## config.mk

```make
export PLATFORM = sky130hd
export DESIGN_NAME = mem_stage
export DESIGN_NICKNAME = d
export VERILOG_FILES = /design/src/rtl/mem_stage_pkg.sv /design/src/rtl/mem_stage_load_align.sv /design/src/rtl/mem_stage.sv
export SDC_FILE = /design/constraint.sdc
export NUM_CORES = 1
export LEC_CHECK = 0
export BUFFER_PORTS_ARGS = -buffer_cell sky130_fd_sc_hd__buf_2
export CORE_MARGIN = 2
export CORE_UTILIZATION = 44
export DETAILED_ROUTE_END_ITERATION = 8
export GPL_ROUTABILITY_DRIVEN = 1
export PLACE_DENSITY = 0.74
export SLEW_MARGIN = 15
export SYNTH_ARGS = -nofsm -noshare
export SYNTH_HDL_FRONTEND = slang
export SYNTH_SLANG_ARGS = --single-unit
```

## constraint.sdc

```tcl
create_clock -name clk -period 3.3 [get_ports clk]
set_input_delay 0.825 -clock clk [delete_from_list [all_inputs] [get_ports clk]]
set_output_delay 0.825 -clock clk [all_outputs]
set_load 0.01 [all_outputs]
```

## src/rtl/mem_stage_pkg.sv

```systemverilog
// Shared RV32I types for the memory stage: FSM state, load/store funct3 encodings
// and helpers that derive the byte offset and misalignment from funct3 size bits.
package rv32i_types;

  typedef enum logic [1:0] {
    MEM_IDLE   = 2'd0,
    MEM_ACCESS = 2'd1,
    MEM_DONE   = 2'd2
  } mem_state_t;

  typedef enum logic [2:0] {
    LD_B  = 3'b000,
    LD_H  = 3'b001,
    LD_W  = 3'b010,
    LD_BU = 3'b100,
    LD_HU = 3'b101
  } load_funct3_t;

  typedef enum logic [2:0] {
    ST_B = 3'b000,
    ST_H = 3'b001,
    ST_W = 3'b010
  } store_funct3_t;

  // Offset is truncated to the access size: halves keep addr[1], words use lane 0.
  function automatic logic [1:0] access_offset(input logic [1:0] size,
                                               input logic [1:0] addr_lo);
    case (size)
      2'b00:   access_offset = addr_lo;
      2'b01:   access_offset = {addr_lo[1], 1'b0};
      default: access_offset = 2'b00;
    endcase
  endfunction

  function automatic logic misaligned(input logic [1:0] size,
                                      input logic [1:0] addr_lo);
    case (size)
      2'b01:   misaligned = addr_lo[0];
      2'b10:   misaligned = |addr_lo;
      default: misaligned = 1'b0;
    endcase
  endfunction

endpackage

```

## src/rtl/mem_stage_load_align.sv

```systemverilog
// Combinational load extraction: shifts the addressed byte/half to lane 0 and
// sign- or zero-extends it according to funct3; zero latency, no handshake.
module load_align
  import rv32i_types::*;
(
  input  logic [31:0] rdata,
  input  logic [1:0]  offset,
  input  logic [2:0]  funct3,
  output logic [31:0] data
);

  logic [31:0] lane;

  assign lane = rdata >> {offset, 3'b000};

  always_comb begin
    data = rdata;
    case (funct3)
      LD_B:    data = {{24{lane[7]}}, lane[7:0]};
      LD_H:    data = {{16{lane[15]}}, lane[15:0]};
      LD_BU:   data = {24'h0, lane[7:0]};
      LD_HU:   data = {16'h0, lane[15:0]};
      default: data = rdata;
    endcase
  end

endmodule

```

## src/rtl/mem_stage.sv

```systemverilog
// Memory stage: one dmem req/resp per load/store; result 1 cycle after capture or after dmem_resp.
// Stalls execute while a request is outstanding. Optional MEM_MISALIGN_TRAP_EN adds misalign_err.
module mem_stage
  import rv32i_types::*;
(
  input  logic        clk,
  input  logic        rst,
  input  logic        exe_mem_valid,
  input  logic        mem_read_in,
  input  logic        mem_write_in,
  input  logic [2:0]  funct3_in,
  input  logic [31:0] alu_in,
  input  logic [31:0] rs2_in,
  input  logic        br_en_in,
  input  logic [31:0] dmem_rdata,
  input  logic        dmem_resp,
  output logic [31:0] dmem_address,
  output logic        dmem_read,
  output logic        dmem_write,
  output logic [3:0]  dmem_wmask,
  output logic [31:0] dmem_wdata,
  output logic [31:0] mem_data_out,
  output logic        br_en_out,
  output logic [31:0] mem_fwd_data,
  output logic        mem_rdy,
  output logic        mem_stall
`ifdef MEM_MISALIGN_TRAP_EN
  ,
  output logic        misalign_err
`endif
);

  mem_state_t  state_q, state_d;
  logic [31:0] addr_q, addr_d;
  logic [31:0] rs2_q, rs2_d;
  logic [31:0] data_q, data_d;
  logic [2:0]  funct3_q, funct3_d;
  logic        br_en_q, br_en_d;
  logic        is_load_q, is_load_d;
  logic        is_store_q, is_store_d;

  logic        capture;
  logic        mem_op;
  logic        misalign_now;
  logic [1:0]  offset;
  logic [31:0] load_data;
  logic [3:0]  store_mask;

  assign mem_op  = mem_read_in || mem_write_in;
  assign capture = exe_mem_valid && !mem_stall &&
                   ((state_q == MEM_IDLE) || (state_q == MEM_DONE));
  assign offset  = access_offset(funct3_q[1:0], addr_q[1:0]);

`ifdef MEM_MISALIGN_TRAP_EN
  logic misalign_q, misalign_d;

  assign misalign_now = mem_op && misaligned(funct3_in[1:0], alu_in[1:0]);

  always_comb begin
    misalign_d = misalign_q;
    if (capture) misalign_d = misalign_now;
  end

  always_ff @(posedge clk or posedge rst) begin
    if (rst) misalign_q <= 1'b0;
    else     misalign_q <= misalign_d;
  end

  assign misalign_err = (state_q == MEM_DONE) && misalign_q;
`else
  assign misalign_now = 1'b0;
`endif

  load_align u_load_align (
    .rdata  (dmem_rdata),
    .offset (offset),
    .funct3 (funct3_q),
    .data   (load_data)
  );

  always_comb begin
    state_d    = state_q;
    addr_d     = addr_q;
    rs2_d      = rs2_q;
    data_d     = data_q;
    funct3_d   = funct3_q;
    br_en_d    = br_en_q;
    is_load_d  = is_load_q;
    is_store_d = is_store_q;
    case (state_q)
      MEM_IDLE, MEM_DONE: begin
        if (capture) begin
          addr_d     = alu_in;
          rs2_d      = rs2_in;
          data_d     = alu_in;
          funct3_d   = funct3_in;
          br_en_d    = br_en_in;
          // A load wins when both read and write are flagged.
          is_load_d  = mem_read_in;
          is_store_d = mem_write_in && !mem_read_in;
          state_d    = (mem_op && !misalign_now) ? MEM_ACCESS : MEM_DONE;
        end else begin
          state_d = MEM_IDLE;
        end
      end
      MEM_ACCESS: begin
        if (dmem_resp) begin
          if (is_load_q) data_d = load_data;
          state_d = MEM_DONE;
        end
      end
      default: state_d = MEM_IDLE;
    endcase
  end

  always_ff @(posedge clk or posedge rst) begin
    if (rst) begin
      state_q    <= MEM_IDLE;
      addr_q     <= 32'h0;
      rs2_q      <= 32'h0;
      data_q     <= 32'h0;
      funct3_q   <= 3'b000;
      br_en_q    <= 1'b0;
      is_load_q  <= 1'b0;
      is_store_q <= 1'b0;
    end else begin
      state_q    <= state_d;
      addr_q     <= addr_d;
      rs2_q      <= rs2_d;
      data_q     <= data_d;
      funct3_q   <= funct3_d;
      br_en_q    <= br_en_d;
      is_load_q  <= is_load_d;
      is_store_q <= is_store_d;
    end
  end

  always_comb begin
    store_mask = 4'b1111;
    case (funct3_q)
      ST_B:    store_mask = 4'b0001 << offset;
      ST_H:    store_mask = 4'b0011 << offset;
      default: store_mask = 4'b1111;
    endcase
  end

  assign dmem_read    = (state_q == MEM_ACCESS) && is_load_q;
  assign dmem_write   = (state_q == MEM_ACCESS) && is_store_q;
  assign dmem_address = {addr_q[31:2], 2'b00};
  assign dmem_wmask   = dmem_write ? store_mask : 4'b0000;
  assign dmem_wdata   = rs2_q << {offset, 3'b000};

  // Stall drops combinationally with dmem_resp so execute can advance into DONE.
  assign mem_stall    = (state_q == MEM_ACCESS) && !dmem_resp;
  assign mem_rdy      = (state_q == MEM_DONE);
  assign mem_data_out = data_q;
  assign mem_fwd_data = data_q;
  assign br_en_out    = br_en_q;

endmodule

```

==> results of run 1 <==
[state kept, by name, indices dropped and copies added (netlist names)]
register and flops:
br_en_out 1, funct3_q 3, rs2_q 32, mem_data_out 32, state_q 2, addr_q 32
is_store_q 1, is_load_q 1
[stage by stage]
step           util (%)  instances
6_report           55.0       1071
5_1_grt            55.0       1071
4_1_cts            55.0       1071
3_5_place_dp       52.7       1055
3_3_place_gp       52.7       1055
2_1_floorplan         -        739
[kinds of logic (layout without fill, tap and decap cells)]
group,Yosys count,count (layout)
compound gates,135,135
other cells,1,2
buf+inv,114,274
simple gates,373,373
mux,11,11
flops,104,104
[power groups by stage]
stage	clock, µW	sequential, µW	combinational, µW
after floorplan	0	1880	1360
after global placement	0	1900	1890
after detailed placement	0	1900	1920
after CTS	1080	1880	1920
after global routing	1140	1930	2100
final	1050	1890	1910
[placed cells by master (no fill, tap or decap), drive strengths merged, types with 2 or more instances in the layout]
master      n
or3        16
a22oi       8
nor3        3
a21oi      44
and2       10
o22a        3
a211oi      2
a21boi      2
nand3b      7
clkinvlp    2
nor2b      13
clkinv      2
nand2     272
inv         4
a221oi      6
and3        5
buf       256
nand2b      6
o21ai      43
nor2       39
clkbuf     10
a22o        8
mux2i      10
a31oi      12
dfrtp     104
o22ai       2
conb        2
[metal layers]
| layer | up-vias | GRT usage [%] | wire (µm) |
|---|---|---|---|
| met5 | - | 0 | 0 |
| met4 | 0 | 6.47 | 291 |
| met3 | 20 | 6.13 | 1260 |
| met2 | 244 | 39.9 | 8270 |
| met1 | 2628 | 37.0 | 8150 |
| li1 | 2665 | - | - |
[synth_stat cells, types with 7 or more instances]
master / instances / area (µm²)
nand2_1: 272 / 1020
dfrtp_1: 104 / 2600
buf_4: 64 / 480
a21oi_1: 43 / 215
o21ai_0: 43 / 215
clkbuf_1: 41 / 154
nor2_1: 39 / 146
or3_1: 16 / 100
a31oi_1: 12 / 75.1
nor2b_1: 12 / 75.1
and2_1: 10 / 62.6
mux2i_1: 10 / 100
a22o_1: 8 / 70.1
a22oi_1: 8 / 60.1
nand3b_1: 7 / 52.6
[area by class of cell]
cell class / instances / area, µm² / area share, %
repair buffers: 256 / 1330 / 19.1
inverters: 2 / 11.3 / 0.161
clock inverters: 6 / 51.3 / 0.733
multi-input cells: 521 / 2540 / 36.3
well taps: 172 / 215 / 3.08
flip-flops and latches: 104 / 2600 / 37.2
clock buffers: 10 / 239 / 3.42
[critical path, cell delays in order (launching register included)]
cell	delay (ns)
dfrtp_1	0.60
buf_4	0.32
nor2b_1	0.16
buf_4	0.24
nand2_1	0.07
and3_1	0.16
a31oi_1	0.16
buf_2	0.16
[path summary, 6_finish.rpt]
check	slack, ns	endpoint
min in group asynchronous	0.52	funct3_q[2]$_DFFE_PP0P_
hold / removal	0.47	addr_q[2]$_DFFE_PP0P_
setup / recovery	0.23	dmem_wdata[31]
setup reg to reg	0.86	mem_data_out[26]$_DFFE_PP0P_
hold reg to reg	0.47	addr_q[2]$_DFFE_PP0P_
max in group asynchronous	2.01	rs2_q[17]$_DFFE_PP0P_
==> flow_summary_export.csv, run 1 <==
group,metric,value,unit
setup_path,r2r_cells,5,
floorplan,start_util,45.6,%
global_route,grt_start_max_net_pins,53,
global_route,track_usage,26.0,%
power_and_ir_drop,p_sw,1940,µW
synthesis,synth_top_family_by_area,"simple AND/OR/NAND/NOR gates",
hold_path,hp-class,"flip-flop to flip-flop",
final_layout,area_growth,20.6,%
setup_path,critPathMaxFanout,20,
synthesis,syn_area,0.00580,mm²
synthesis,yosys.area_share.adder,0,%
global_route,grt_pass1_wl,28.6,mm
floorplan,core,0.0127,mm²
placement,place_area,0.00671,mm²
final_layout,diodes,0,
hold_path,hold_start,"addr_q[2]$_DFFE_PP0P_",
synthesis,avgSynthCellArea,7.86,µm²
clock_network,cts_max_level,3,
sta,setup_violations,0,
synthesis,synth_xor_area_share,0,%
clock_network,path_clk_slew,0.08,ns
power_and_ir_drop,power.density,693,mW/mm²
clock_network,clkSinkCount,104,
sta,fin_crit,3.07,ns
clock_network,clock_latency,0.36,ns
floorplan,die_h,119,µm
route,drtPass1Iterations,5,
final_layout,nets,1000,
final_layout,drive_above_1_share,31.7,%
sta,skew,0.0104,ns
global_route,grt_pass1_vias,5249,
run,cap_violations,0,
power_and_ir_drop,comb_power_share,39.4,%
sta,hold-worst-slack,0.468,ns
clock_network,post_cts_buffers,0,
clock_network,cts_buffers,9,
synthesis,yosys.area_share.simple,26.9,%
clock_network,cts_hold_buf,0,
setup_path,startpoint,"addr_q[1]$_DFFE_PP0P_",
placement,gp_congestion,0.939,
final_layout,n_fill_cell,1275,
synthesis,synthArstFlopShare,100,%
sta,final_max_slew_viol_count,0,
setup_path,endpoint_kind,"output pin",
route,vias,5557,
setup_path,critPathLaunchType,"flip-flop",
setup_path,r2r-start,"funct3_q[0]$_DFFE_PP0P_",
synthesis,synth_cell_types,40,
clock_network,cts.repair.resized,0,
global_route,antenna_found_initial,0,
synthesis,synth-seq-cells,104,
synthesis,yosysWarningCount,0,
sta,hold_viol_final,0,
sta,rsz0062_at_grt,"no",
power_and_ir_drop,power.leakage,0.00368,µW
synthesis,synthFlopType,"dfrtp_1",
floorplan,dieArea,0.0141,mm²
power_and_ir_drop,p_int,2910,µW
power_and_ir_drop,total_power,4850,µW
route,drc,0,
setup_path,arrival,2.25,ns
hold_path,min_path_cells,2,
sta,fin_crit_sh,93.0,%
sta,fin_ws,0.230,ns
route,avgRoutedWirePerCell,16.8,µm
power_and_ir_drop,ir_drop,389,µV
floorplan,num_rows,41,
route,first_iter_violations,365,
status,status,"finished clean",
placement,port_buffers,240,
clock_network,cts_tree,"yes",
final_layout,fin_area,0.00700,mm²
synthesis,synth_seq_area_share,44.9,%
floorplan,ios,243,
synthesis,synth_compound_gate_area_share,14.4,%
synthesis,synthCells,738,
placement,dp_slack,0.638,ns
power_and_ir_drop,pwr-share-seq,38.9,%
route,finalWirelength,18.0,mm
route,via_per_inst,5.19,
sta,setup_tns,0,ns
sta,worst_pin_slew,1.01,ns
route,antenna_left,0,
power_and_ir_drop,pwr-share-clk,21.7,%
global_route,grt_overflow,0,
floorplan,die_x,119,µm
sta,fmax,326,MHz
sta,slew_headroom,32.7,%
power_and_ir_drop,power_switching_share,40.0,%
placement,place_hpwl,13.5,mm
setup_path,crit_required,2.47,ns
synthesis,synth-edff-count,0,
setup_path,worstSetupPathType,"flip-flop to output pin",
synthesis,synth_mux_area_share,1.98,%
clock_network,ctsRootBufferMaster,"clkbuf_16",
clock_network,cts_buffer_depth,2,
(Power assumes the default switching activity.)
==> run 2: changes to the inputs <==
--- a/config.mk
+++ b/config.mk
@@ -6,11 +6,12 @@
 export NUM_CORES = 1
 export LEC_CHECK = 0
 export BUFFER_PORTS_ARGS = -buffer_cell sky130_fd_sc_hd__buf_2
+export CAP_MARGIN = 0
 export CORE_MARGIN = 2
 export CORE_UTILIZATION = 44
 export DETAILED_ROUTE_END_ITERATION = 8
 export GPL_ROUTABILITY_DRIVEN = 1
-export PLACE_DENSITY = 0.74
+export PLACE_DENSITY = 0.88
 export SLEW_MARGIN = 15
 export SYNTH_ARGS = -nofsm -noshare
 export SYNTH_HDL_FRONTEND = slang
==> run 2 against run 1 <==
Effect of this change: die area did not move; first-iteration DRC count is 32% higher; cell area hardly changed; count of clock-buffer cells in the layout increased by 1; final cell count decreased by 0.56%; combinational power barely moved; register-to-register slack got worse by 0.19 ns; sequential power is essentially flat; largest cell class unchanged.
==> flow_summary_export.csv, run 2 (synthesized netlist as in run 1, its figures left out) <==
group,metric,value,unit
setup_path,r2r-start,"state_q[0]$_DFFE_PP0N_",
power_and_ir_drop,pwr-share-seq,38.7,%
setup_path,critPathLaunchType,"flip-flop",
route,first_iter_violations,482,
power_and_ir_drop,p_int,3040,µW
clock_network,post_cts_buffers,0,
floorplan,die_h,119,µm
setup_path,reg2reg_to,"mem_data_out[7]$_DFFE_PP0P_",
clock_network,cts_buffer_depth,2,
sta,hold_viol_final,0,
route,avgRoutedWirePerCell,17.0,µm
run,cap_violations,0,
clock_network,cts_buffers,9,
sta,fin_crit,3.04,ns
clock_network,ctsRootBufferMaster,"clkbuf_16",
global_route,grt_overflow,0,
setup_path,endpoint_kind,"output pin",
power_and_ir_drop,p_sw,1900,µW
placement,gp_congestion,1.03,
sta,final_max_slew_viol_count,0,
power_and_ir_drop,ir_drop,270,µV
setup_path,crit_required,2.47,ns
sta,setup_violations,0,
placement,dp_slack,0.679,ns
sta,fin_crit_sh,92.2,%
final_layout,diodes,0,
setup_path,r2r_cells,5,
placement,place_hpwl,13.5,mm
hold_path,hold-path-endpoint,"is_store_q$_DFFE_PP0P_",
global_route,grt_pass1_wl,27.8,mm
sta,worst_pin_slew,0.941,ns
clock_network,cts_hold_buf,0,
final_layout,layout_commonest_cell,"nand2_1",
floorplan,core,0.0127,mm²
global_route,track_usage,25.0,%
final_layout,layout_common_cells,"nand2_1, buf_2, dfrtp_1, a21oi_1, o21ai_0",
power_and_ir_drop,pwr-share-clk,23.0,%
sta,setup_tns,0,ns
floorplan,die_x,119,µm
route,via_per_inst,5.34,
hold_path,hp-class,"flip-flop to flip-flop",
status,status,"finished clean",
setup_path,critPathMaxFanout,14,
power_and_ir_drop,comb_power_share,38.3,%
route,finalWirelength,18.1,mm
clock_network,clkSinkCount,104,
sta,fin_ws,0.258,ns
final_layout,drive_above_1_share,31.1,%
sta,skew,0.00700,ns
floorplan,start_util,45.6,%
hold_path,hold_start,"is_store_q$_DFFE_PP0P_",
route,vias,5682,
floorplan,ios,243,
clock_network,clock_latency,0.34,ns
sta,rsz0062_at_grt,"no",
hold_path,min_path_cells,2,
global_route,antenna_found_initial,2,
clock_network,cts_tree,"yes",
global_route,grt_pass1_vias,5170,
clock_network,cts_max_level,3,
sta,fmax,329,MHz
placement,port_buffers,240,
power_and_ir_drop,power.density,706,mW/mm²
clock_network,cts.repair.resized,0,
final_layout,area_growth,20.7,%
floorplan,dieArea,0.0141,mm²
route,antenna_left,0,
power_and_ir_drop,power_switching_share,38.5,%
setup_path,arrival,2.22,ns
global_route,grt_start_max_net_pins,72,
route,drtPass1Iterations,5,
route,drc,0,
final_layout,n_fill_cell,1229,
setup_path,worstSetupPathType,"flip-flop to output pin",
clock_network,path_clk_slew,0.06,ns
final_layout,nets,996,
floorplan,num_rows,41,
setup_path,reg2reg_slack,0.67,ns
power_and_ir_drop,power.leakage,0.00368,µW
sta,slew_headroom,37.3,%
[run 2: how the worst max path moves through the flow]
stage                                 start                            to  slack [ns]  cells after the start
floorplan           funct3_q[1]$_DFFE_PP0P_                 dmem_wmask[3]        0.83                      6
global placement              exe_mem_valid  mem_data_out[17]$_DFFE_PP0P_        0.78                      5
detailed placement            exe_mem_valid  mem_data_out[23]$_DFFE_PP0P_        0.68                      5
CTS                 funct3_q[0]$_DFFE_PP0P_                 dmem_wmask[1]        0.32                      5
global route        funct3_q[0]$_DFFE_PP0P_                 dmem_wmask[3]        0.14                      5
finish              funct3_q[0]$_DFFE_PP0P_                 dmem_wmask[1]        0.26                      5
[run 2: routing by layer]
layer / GRT usage, % / routed length, µm / vias up
met5: 0 / 27 / -
li1: - / - / 2653
met3: 3.43 / 1550 / 72
met2: 38.3 / 8070 / 366
met4: 11.5 / 722 / 4
met1: 35.2 / 7770 / 2587
[run 2: power groups by stage]
stage	clock, µW	combinational (µW)	sequential, µW
6_report	1130	1890	1910
4_1_cts	1160	1900	1900
5_1_grt	1210	2070	1940
3_3_place_gp	0	1860	1910
3_5_place_dp	0	1890	1920
2_1_floorplan	0	1360	1880
[run 2: worst max-delay path, stage by stage (launching register included)]
cell      delay [ns]
dfrtp_1         0.46
nand2b_1        0.24
nor2_1          0.65
o21ai_0         0.17
a21oi_1         0.20
buf_2           0.16
[run 2: per-stage QoR]
| step | util, % | total power (µW) | cell area (µm²) | hold WS [ns] | instances |
|---|---|---|---|---|---|
| after floorplan | - | 3230 | 5810 | 0.439 | 739 |
| after global placement | 52.6 | 3770 | 6690 | 0.451 | 1051 |
| after detailed placement | 52.6 | 3810 | 6690 | 0.460 | 1051 |
| after CTS | 55.0 | 4950 | 7000 | 0.475 | 1065 |
| after global routing | 55.0 | 5220 | 7000 | 0.490 | 1065 |
| final | 55.0 | 4940 | 7000 | 0.475 | 1065 |
[run 2: final cells by class]
type	instances	area, µm²	share of cell area [%]
sequential	104	2600	37.2
multi-input combinational	521	2540	36.3
timing repair buffer	252	1320	18.8
clock buffer	11	243	3.47
tap	172	215	3.07
clock inverter	3	67.6	0.965
inverter	2	11.3	0.161
